File: src/rtl/if_stage.sv
// ============================================================================
// if_stage -- instruction-fetch stage of the five-stage MIPS pipeline.
//
// Holds the PC, selects the next PC (PC+4, branch, immediate jump, register
// jump) from the ID-stage next-PC select, drives the instruction-memory
// address and owns the IF/ID pipeline register. There is no branch delay
// slot: a taken redirect squashes the instruction fetched in the same cycle.
//
// Ports:
//   clk, rst         clock; asynchronous active-high reset
//   ID_NPCOp         next-PC select from ID (00 +4, 01 branch, 10 j, 11 jr)
//   ID_Imm16         branch offset field of the ID instruction
//   ID_Index26       jump index field of the ID instruction
//   ID_RegRs         forwarded GPR[rs] for jr/jalr
//   Stall            hazard stall; freezes PC, IF/ID and the counter
//   IMem_Addr        fetch address (pure register output, equals PC)
//   IMem_RData       fetched instruction
//   IMem_Ready       IMem_RData is valid this cycle
//   ID_Instr         IF/ID instruction (0 = sll $0,$0,0 when bubbled)
//   ID_PC            IF/ID PC
//   ID_PCPlus4       IF/ID PC+4
//   ID_Valid         IF/ID holds a real instruction
//   RedirectCount    number of accepted non-PLUS4 redirects (wrapping)
// ============================================================================
module if_stage #(
    parameter logic [31:0] RESET_PC = 32'h0000_3000,
    parameter int          CNT_W    = 32
) (
    input  logic             clk,
    input  logic             rst,
    input  logic [1:0]       ID_NPCOp,
    input  logic [15:0]      ID_Imm16,
    input  logic [25:0]      ID_Index26,
    input  logic [31:0]      ID_RegRs,
    input  logic             Stall,
    output logic [31:0]      IMem_Addr,
    input  logic [31:0]      IMem_RData,
    input  logic             IMem_Ready,
    output logic [31:0]      ID_Instr,
    output logic [31:0]      ID_PC,
    output logic [31:0]      ID_PCPlus4,
    output logic             ID_Valid,
    output logic [CNT_W-1:0] RedirectCount
);

    typedef enum logic [1:0] {
        NPC_PLUS4    = 2'b00,
        NPC_BRANCH   = 2'b01,
        NPC_JUMP_IMM = 2'b10,
        NPC_JUMP_REG = 2'b11
    } npc_op_e;

    logic [31:0] pc;
    logic [31:0] pc_plus4;
    logic [31:0] br_offset;
    logic [31:0] target;
    logic        redirect;

    // The fetch address comes straight from the PC flop, so no input can
    // reach IMem_Addr combinationally.
    assign IMem_Addr = pc;
    assign pc_plus4  = pc + 32'd4;
    assign br_offset = {{14{ID_Imm16[15]}}, ID_Imm16, 2'b00};

    // A bubble in ID never redirects, which is what rules out back-to-back
    // redirects.
    assign redirect  = ID_Valid && (npc_op_e'(ID_NPCOp) != NPC_PLUS4);

    // Targets are relative to the instruction sitting in ID, not to the PC.
    always_comb begin
        // NOTE: assign a default before the case so every path drives target;
        // a missing path would otherwise infer a latch.
        target = pc_plus4;
        case (npc_op_e'(ID_NPCOp))
            NPC_BRANCH:   target = ID_PCPlus4 + br_offset;
            NPC_JUMP_IMM: target = {ID_PCPlus4[31:28], ID_Index26, 2'b00};
            NPC_JUMP_REG: target = ID_RegRs;
            default:      target = pc_plus4;
        endcase
    end

    // NOTE: state registers use non-blocking assignments so every flop samples
    // pre-edge values regardless of statement order.
    always_ff @(posedge clk or posedge rst) begin
        if (rst) begin
            pc            <= RESET_PC;
            ID_Instr      <= 32'd0;
            ID_PC         <= 32'd0;
            ID_PCPlus4    <= 32'd0;
            ID_Valid      <= 1'b0;
            RedirectCount <= '0;
        end else if (!Stall) begin
            if (redirect) begin
                // The in-flight fetch is discarded whether or not it is ready;
                // ID_PC/ID_PCPlus4 hold under the bubble.
                pc            <= target;
                ID_Instr      <= 32'd0;
                ID_Valid      <= 1'b0;
                RedirectCount <= RedirectCount + CNT_W'(1);
            end else if (IMem_Ready) begin
                pc         <= pc_plus4;
                ID_Instr   <= IMem_RData;
                ID_PC      <= pc;
                ID_PCPlus4 <= pc_plus4;
                ID_Valid   <= 1'b1;
            end else begin
                // Memory wait: retry the same address, feed ID a NOP.
                ID_Instr <= 32'd0;
                ID_Valid <= 1'b0;
            end
        end
        // Stall: redirect is not evaluated because ID operands may be stale.
    end

endmodule

File: config.mk
export PLATFORM = sky130hd
export DESIGN_NAME = if_stage
export DESIGN_NICKNAME = d
export VERILOG_FILES = /design/src/rtl/if_stage.sv
export SDC_FILE = /design/constraint.sdc
export NUM_CORES = 1
export LEC_CHECK = 0
export CORE_MARGIN = 8
export CORE_UTILIZATION = 50
export CTS_CLUSTER_DIAMETER = 120
export DETAILED_ROUTE_END_ITERATION = 16
export PLACE_DENSITY = 0.87
export SYNTH_ARGS = -nofsm -noshare
export SYNTH_HDL_FRONTEND = slang
export SYNTH_SLANG_ARGS = --single-unit
File: constraint.sdc
create_clock -name clk -period 8.1 [get_ports clk]
set_input_delay 0.81 -clock clk [delete_from_list [all_inputs] [get_ports clk]]
set_output_delay 0.81 -clock clk [all_outputs]
set_load 0.01 [all_outputs]
# Word-level counts from Yosys, hierarchy flattened
# Index checks and enable logic that the tools add are counted.
[op_classes] n_addsub=3 eq_ne=3 n_mux=7 bitwise_logic=2 n_reduce_logical=6
[op_table] operator="32-bit 2-to-1 mux" n=4
[op_table] operator="32-bit case mux with 3 select lines" n=1
[op_table] operator="32-bit by 1-bit adder with 32-bit output, second input constant" n=1
[op_table] operator="32-bit by 3-bit adder with 32-bit output, second input constant" n=1
[op_table] operator="32-bit adder" n=1
[op_table] operator="2-bit == test, second input constant" n=2
[op_table] operator="2-bit AND reduction" n=2
[op_table] operator="2-bit nonzero test" n=2
[op_table] operator="3-bit AND reduction" n=1
[op_table] operator="2-bit by 1-bit == test with 1-bit output, second input constant" n=1
[op_table] operator="1-bit 2-to-1 mux" n=2
[op_table] operator="1-bit NOT" n=2
[op_table] operator="1-bit logical AND" n=1
[totals] reg_bits=161 input_bits=112 wordCells=27

# Depth between registers and ports, before layout
# Gate-level depths: netlist of the first run.
[depth] ltp_word=4 mapped_depth=11

# Worst setup path before layout of the first run
# OpenSTA, ideal clock, no wires.
[synth_path] path_kind="input port to flip-flop" start="input port ID_Imm16[14]" end="register pc[29] (netlist: IMem_Addr[29])" arrival_ns=2.751 required_time_ns=7.974 setup_slack_ns=5.223 path_stages=9 path_buffers=0 path_cell_list="ha_1 > and2_1 > nor2b_1 > a21o_1 > o221a_2 > a311o_1 > a31oi_1 > xnor2_1 > a221o_1"
[synth_via] elab_chain_cells=3
[synth_lines] item="from (decl)" line_no="32" text="input logic [15:0] ID_Imm16,"
[synth_lines] item="32-bit adder" line_no="75" text="NPC_BRANCH: target = ID_PCPlus4 + br_offset;"
[synth_lines] item="32-bit case mux with 3 select lines" line_no="74" text="case (npc_op_e'(ID_NPCOp))"
[synth_lines] item="32-bit 2-to-1 mux" line_no="93" text="if (redirect) begin"
[synth_lines] item="to (signal assigned)" line_no="96" text="pc <= target;"
[synth_lines] item="to (signal assigned)" line_no="101" text="pc <= pc_plus4;"
[synth_lines] item="to (decl)" line_no="53" text="logic [31:0] pc;"
# Every way passes these cells.
# A chain may end at the register's enable or synchronous reset.

# Worst setup path in the final report of the first run
[layout_path] start="input port ID_NPCOp[0]" end="register pc[28] (netlist: IMem_Addr[28])"
[layout_via] elab_chain_cells=4 word_cells_on_any_way=9
[layout_lines] item="from (decl)" line_no="31" text="input logic [1:0] ID_NPCOp,"
[layout_lines] item="parallel branches: the longest is 4 deep, another holds 32-bit case mux with 3 select lines"
# Several ways; the timed one is not identified.

==> qor.txt, run 1 <==
outcome -> completed
critical path arrival -> 4.40 ns
hold slack final -> 0.474 ns
Final period util -> 0.504
Mapped Area -> 9110 um^2
Fin. Hold Viols -> 0
Area contributors post-synth -> dfrtp_1 (43%), nand2_1 (7.6%), xnor2_1 (4.5%)
Finished Cell Area -> 12500 um^2
max cap viols -> 0
post-layout util -> 0.699
Area growth syn-to-layout -> 37.4%
largest net degree at the start of global routing -> 87
EDFF count, synth -> 0
Placed Cells -> 1457
num rows -> 49
Synth top area share -> 0.431
CP startpoint kind -> input pin
Nets -> 1391
Leakage -> 5.46 nW
Max Buffers Root-to-Sink -> 2
met1 global-route usage -> 0.334
die area -> 22800 um^2
Cell Area, Placed -> 11900 um^2
H-tree depth -> 4
worst vdd ir -> 178 uV
RSZ-0062 raised after global routing -> false
met2 usage -> 0.433
clock sinks -> 159
TritonCTS clock tree -> built
Tmin final -> 4.09 ns
Setup Fix Bufs, Post-CTS -> 0
# diodes -> 0
Post-DP HPWL -> 22800 um
critical-path maximum fanout -> 38
vias in the first global route -> 8766
Worst EP required -> 8.41 ns
Setup WS post-layout -> 4.01 ns
commonest cells in the netlist -> nand2_1 (184), dfrtp_1 (157), nor2_1 (76)
Via Count -> 8830
die width -> 151 um
post-place setup slack -> 3.70 ns
Total Wirelength -> 31100 um
Distinct cells, synth -> 68
Mapped Cells -> 1009
endpoint class of the critical path -> register
Synth area leader -> dfrtp_1
Num CTS Buffers -> 17
Yosys reg bits -> 159
max-slew violations -> 0
critical path class -> input pin to register
I/O pin cnt -> 273
setup TNS -> 0 ns
DRC errors left -> 0
Core Area -> 17900 um^2
Ys Warns -> 0
HP Class -> register to register
RD Place Congestion -> 0.919
PwrDens -> 295 nW/um^2
first-pass GRT wire length -> 48100 um
Routed wire per std cell -> 20.9 um
register area share after synthesis -> 0.437
Syn Area/Cell -> 9.03 um^2
Post-CTS Resized -> 0
Most Used Layer, Global Route -> met2
GRT Residual Overflow -> 0
Total Power -> 3.69 mW
Starting Density -> 0.509
Pre-antenna DRT Iters -> 6
hold buffers post-CTS -> 0
DR iter-0 viols -> 900
worst slew pin tran -> 1.16 ns
relative slew slack -> 0.223
fmax -> 245 MHz
layout cells sized above 1 -> 0.0508
Worst Skew -> 0.00905 ns
most numerous cell in the Yosys netlist -> nand2_1
Buffers on Ports -> 272
total track usage -> 0.271
DR vias/cell -> 5.93
Post-DRT Antenna Nets -> 0
Post-synth ARST share -> 1.00
post-synthesis net count -> 1153
clock-pin slew on the worst setup and hold paths -> 0.06 ns
Die Ht -> 151 um
initial antenna violation count -> 0
clk root buf -> clkbuf_16
Post-synth top flop -> dfrtp_1
Setup-failing EPs final -> 0
met3 Use GR -> 0.0780
Skew-Pair Late Insertion Delay -> 0.43 ns
Finished Layout Cells -> 1489
-- cells in the final DEF (no fill, tap or decap), drive strengths merged, types with 11 or more instances in the layout --
| master | n |
|---|---|
| a21o | 23 |
| a21oi | 67 |
| a22o | 34 |
| a31oi | 14 |
| and3 | 11 |
| clkbuf | 18 |
| clkdlybuf4s50 | 269 |
| dfrtp | 157 |
| ha | 31 |
| inv | 24 |
| mux2i | 20 |
| nand2 | 184 |
| nand3 | 32 |
| nand4 | 20 |
| nor2 | 76 |
| nor3 | 12 |
| o21ai | 54 |
| xnor2 | 47 |
| xor2 | 32 |
-- worst paths after layout --
path,startpoint,end,slack (ns),depth (start not counted)
max in group asynchronous,rst,ID_PCPlus4[10],5.79,3
worst min register to register,ID_PC[19],ID_PC[19],0.47,2
worst min-delay path,ID_PC[19],ID_PC[19],0.47,2
worst max register to register,ID_Valid,IMem_Addr[28],4.55,9
min in group asynchronous,rst,RedirectCount[16],0.89,2
worst max-delay path,ID_NPCOp[0],IMem_Addr[28],4.01,9
-- where the power goes --
part | internal, mW | total, mW | switching (mW)
logic | 0.786 | 1.58 | 0.793
registers | 0.996 | 1.28 | 0.279
clock network | 0.491 | 0.835 | 0.345
total | 2.27 | 3.69 | 1.42
-- routing by layer --
layer / part of all wire / wire length, um
met2: 0.48 / 14900
met3: 0.10 / 3140
met4: 0.039 / 1230
met1: 0.38 / 11800
met5: 0 / 0
-- area by class of cell --
| class | count | area [um^2] |
|---|---|---|
| clock buffers | 18 | 429 |
| fillers | 1382 | 5390 |
| multi-input cells | 774 | 4820 |
| repair buffers | 277 | 2750 |
| inverters | 18 | 72.6 |
| clock inverters | 14 | 178 |
| flip-flops and latches | 159 | 3980 |
| well taps | 229 | 287 |
-- sequential cells by signal, indices dropped and copies added (netlist names) --
name and flops:
IMem_Addr 32, ID_PCPlus4 30, ID_PC 32, ID_Valid 1
ID_Instr 32, RedirectCount 32
-- cells by family after synthesis --
| kind of cell | Yosys count | synth area share |
|---|---|---|
| flops | 159 | 0.437 |
| mux | 27 | 0.0306 |
| buf+inv | 76 | 0.0353 |
| fa+ha+maj | 32 | 0.0448 |
| compound gates | 263 | 0.193 |
| simple gates | 373 | 0.183 |
| xor+xnor | 79 | 0.0760 |
-- worst max-delay path: stages --
cell      delay [ns]
buf_2           0.71
o21a_1          0.60
nor2_1          0.10
or2_2           0.54
nor2_1          0.96
nand2_1         0.18
a211oi_1        0.27
a31oi_1         0.06
o221a_2         0.16
Note: power is estimated with default switching activity, not from simulation.
==> run 2, diff against run 1 <==
- CORE_UTILIZATION: 50 -> 48
- PLACE_DENSITY: 0.87 -> 0.84
- clock period: 8.1 -> 4 ns (I/O delays scaled with it)
==> qor.txt, run 2 (synthesis results as in run 1) <==
clock sinks -> 159
Max Buffers Root-to-Sink -> 2
Total Wirelength -> 31900 um
hold buffers post-CTS -> 0
num rows -> 50
Pre-antenna DRT Iters -> 6
initial antenna violation count -> 0
worst slew pin tran -> 0.895 ns
layout cells sized above 1 -> 0.0627
fmax -> 318 MHz
HP Class -> register to register
Max stage delay on crit path -> 0.73 ns
CP bufs+invs -> 0
crit path cell chain -> nand4_1 > nor4_1 > nand3_1 > nor3_1 > nor2b_1 > nor3_1 > nor2_1 > a221o_1
DR iter-0 viols -> 570
Worst Hold Launch -> ID_PC[18]
crit path max-delay cell type -> nor4_1
Tmin final -> 3.15 ns
critical-path maximum fanout -> 10
Post-CTS Resized -> 0
Finished Layout Cells -> 1509
Setup Fix Bufs, Post-CTS -> 0
worst vdd ir -> 374 uV
Setup WS post-layout -> 0.852 ns
Cell Area, Placed -> 12000 um^2
Setup-failing EPs final -> 0
critical path class -> register to register
Buffers on Ports -> 272
DRC errors left -> 0
relative slew slack -> 0.398
Fin. Hold Viols -> 0
GRT Residual Overflow -> 0
vias in the first global route -> 9010
Worst EP required -> 4.32 ns
Routed wire per std cell -> 21.2 um
Core Area -> 18600 um^2
Post-DP HPWL -> 24000 um
Nets -> 1406
Via Count -> 8795
most frequent CP cell -> nor3_1
max cap viols -> 0
max-slew violations -> 0
CP startpoint kind -> register
most common cell after layout, fill and taps aside -> clkdlybuf4s50_1
Worst Setup SP -> IMem_Addr[9]
clock-pin slew on the worst setup and hold paths -> 0.07 ns
CP top delay family -> simple AND/OR/NAND/NOR gates
Post-DRT Antenna Nets -> 0
Worst Skew -> 0.0104 ns
TritonCTS clock tree -> built
Leakage -> 5.52 nW
DR vias/cell -> 5.83
# diodes -> 0
RSZ-0062 raised after global routing -> false
outcome -> completed
die area -> 23600 um^2
I/O pin cnt -> 273
PwrDens -> 590 nW/um^2
clk root buf -> clkbuf_16
largest net degree at the start of global routing -> 160
first-pass GRT wire length -> 49600 um
Area growth syn-to-layout -> 38.7%
RD Place Congestion -> 0.899
H-tree depth -> 4
Final period util -> 0.787
RR Startpoint -> IMem_Addr[9]
Filler cells -> 1515
total track usage -> 0.265
Finished Cell Area -> 12600 um^2
Die Ht -> 154 um
endpoint class of the critical path -> register
Starting Density -> 0.489
critical path arrival -> 3.47 ns
post-place setup slack -> 0.756 ns
Placed Cells -> 1477
Num CTS Buffers -> 17
Skew-Pair Late Insertion Delay -> 0.44 ns
die width -> 154 um
commonest cells after routing, fill and taps aside -> clkdlybuf4s50_1 (269), nand2_1 (183), dfrtp_1 (157), nor2_1 (75), a21oi_1 (67)
hold slack final -> 0.474 ns
setup TNS -> 0 ns
[run 2: cell types whose count changed in the layout (fill, tap and decap cells not counted), sizes merged]
cell / change
clkinv: -2
clkbuf: -1
bufinv: -2
clkinvlp: +2
buf: +15
inv: +3
[run 2: final timing paths]
check / end / slack [ns] / cells past startpoint
max in group asynchronous: ID_PCPlus4[23] / 2.79 / 3
setup / recovery: IMem_Addr[29] / 0.85 / 8
min in group asynchronous: ID_Instr[8] / 0.51 / 3
hold / removal: ID_PC[18] / 0.47 / 2
hold reg to reg: ID_PC[18] / 0.47 / 2
setup reg to reg: IMem_Addr[29] / 0.85 / 8
[run 2: power breakdown]
part	total (mW)	switching, mW	internal (mW)
sequential	2.55	0.536	2.02
combinational	3.25	1.64	1.61
clock	1.65	0.760	0.890
[run 2: final cells by class]
| class | instances | area (um^2) | share of cell area |
|---|---|---|---|
| inverter | 18 | 71.3 | 0.00564 |
| clock inverter | 15 | 163 | 0.0129 |
| clock buffer | 17 | 425 | 0.0337 |
| tap | 234 | 293 | 0.0232 |
| multi-input combinational | 774 | 4820 | 0.381 |
| sequential | 159 | 3980 | 0.315 |
| timing repair buffer | 292 | 2880 | 0.228 |
[run 2: tightest hold or removal path, cell delays in order (launching register included)]
cell and delay (ns):
dfrtp_1 0.34, nand2_1 0.05, nand2_1 0.05
[run 2: per-stage QoR]
stage                util  power [mW]
finish              0.678        7.45
global route        0.678        7.85
CTS                 0.678        7.47
detailed placement  0.646        5.80
global placement    0.646        5.73
floorplan               -        4.19
[run 2: routing by layer]
layer / vias up / GRT usage / share of wire
li1: 4087 / - / -
met1: 4237 / 0.307 / 0.39
met2: 398 / 0.452 / 0.49
met3: 73 / 0.0793 / 0.084
met4: 0 / 0.109 / 0.033
met5: - / 0 / 0
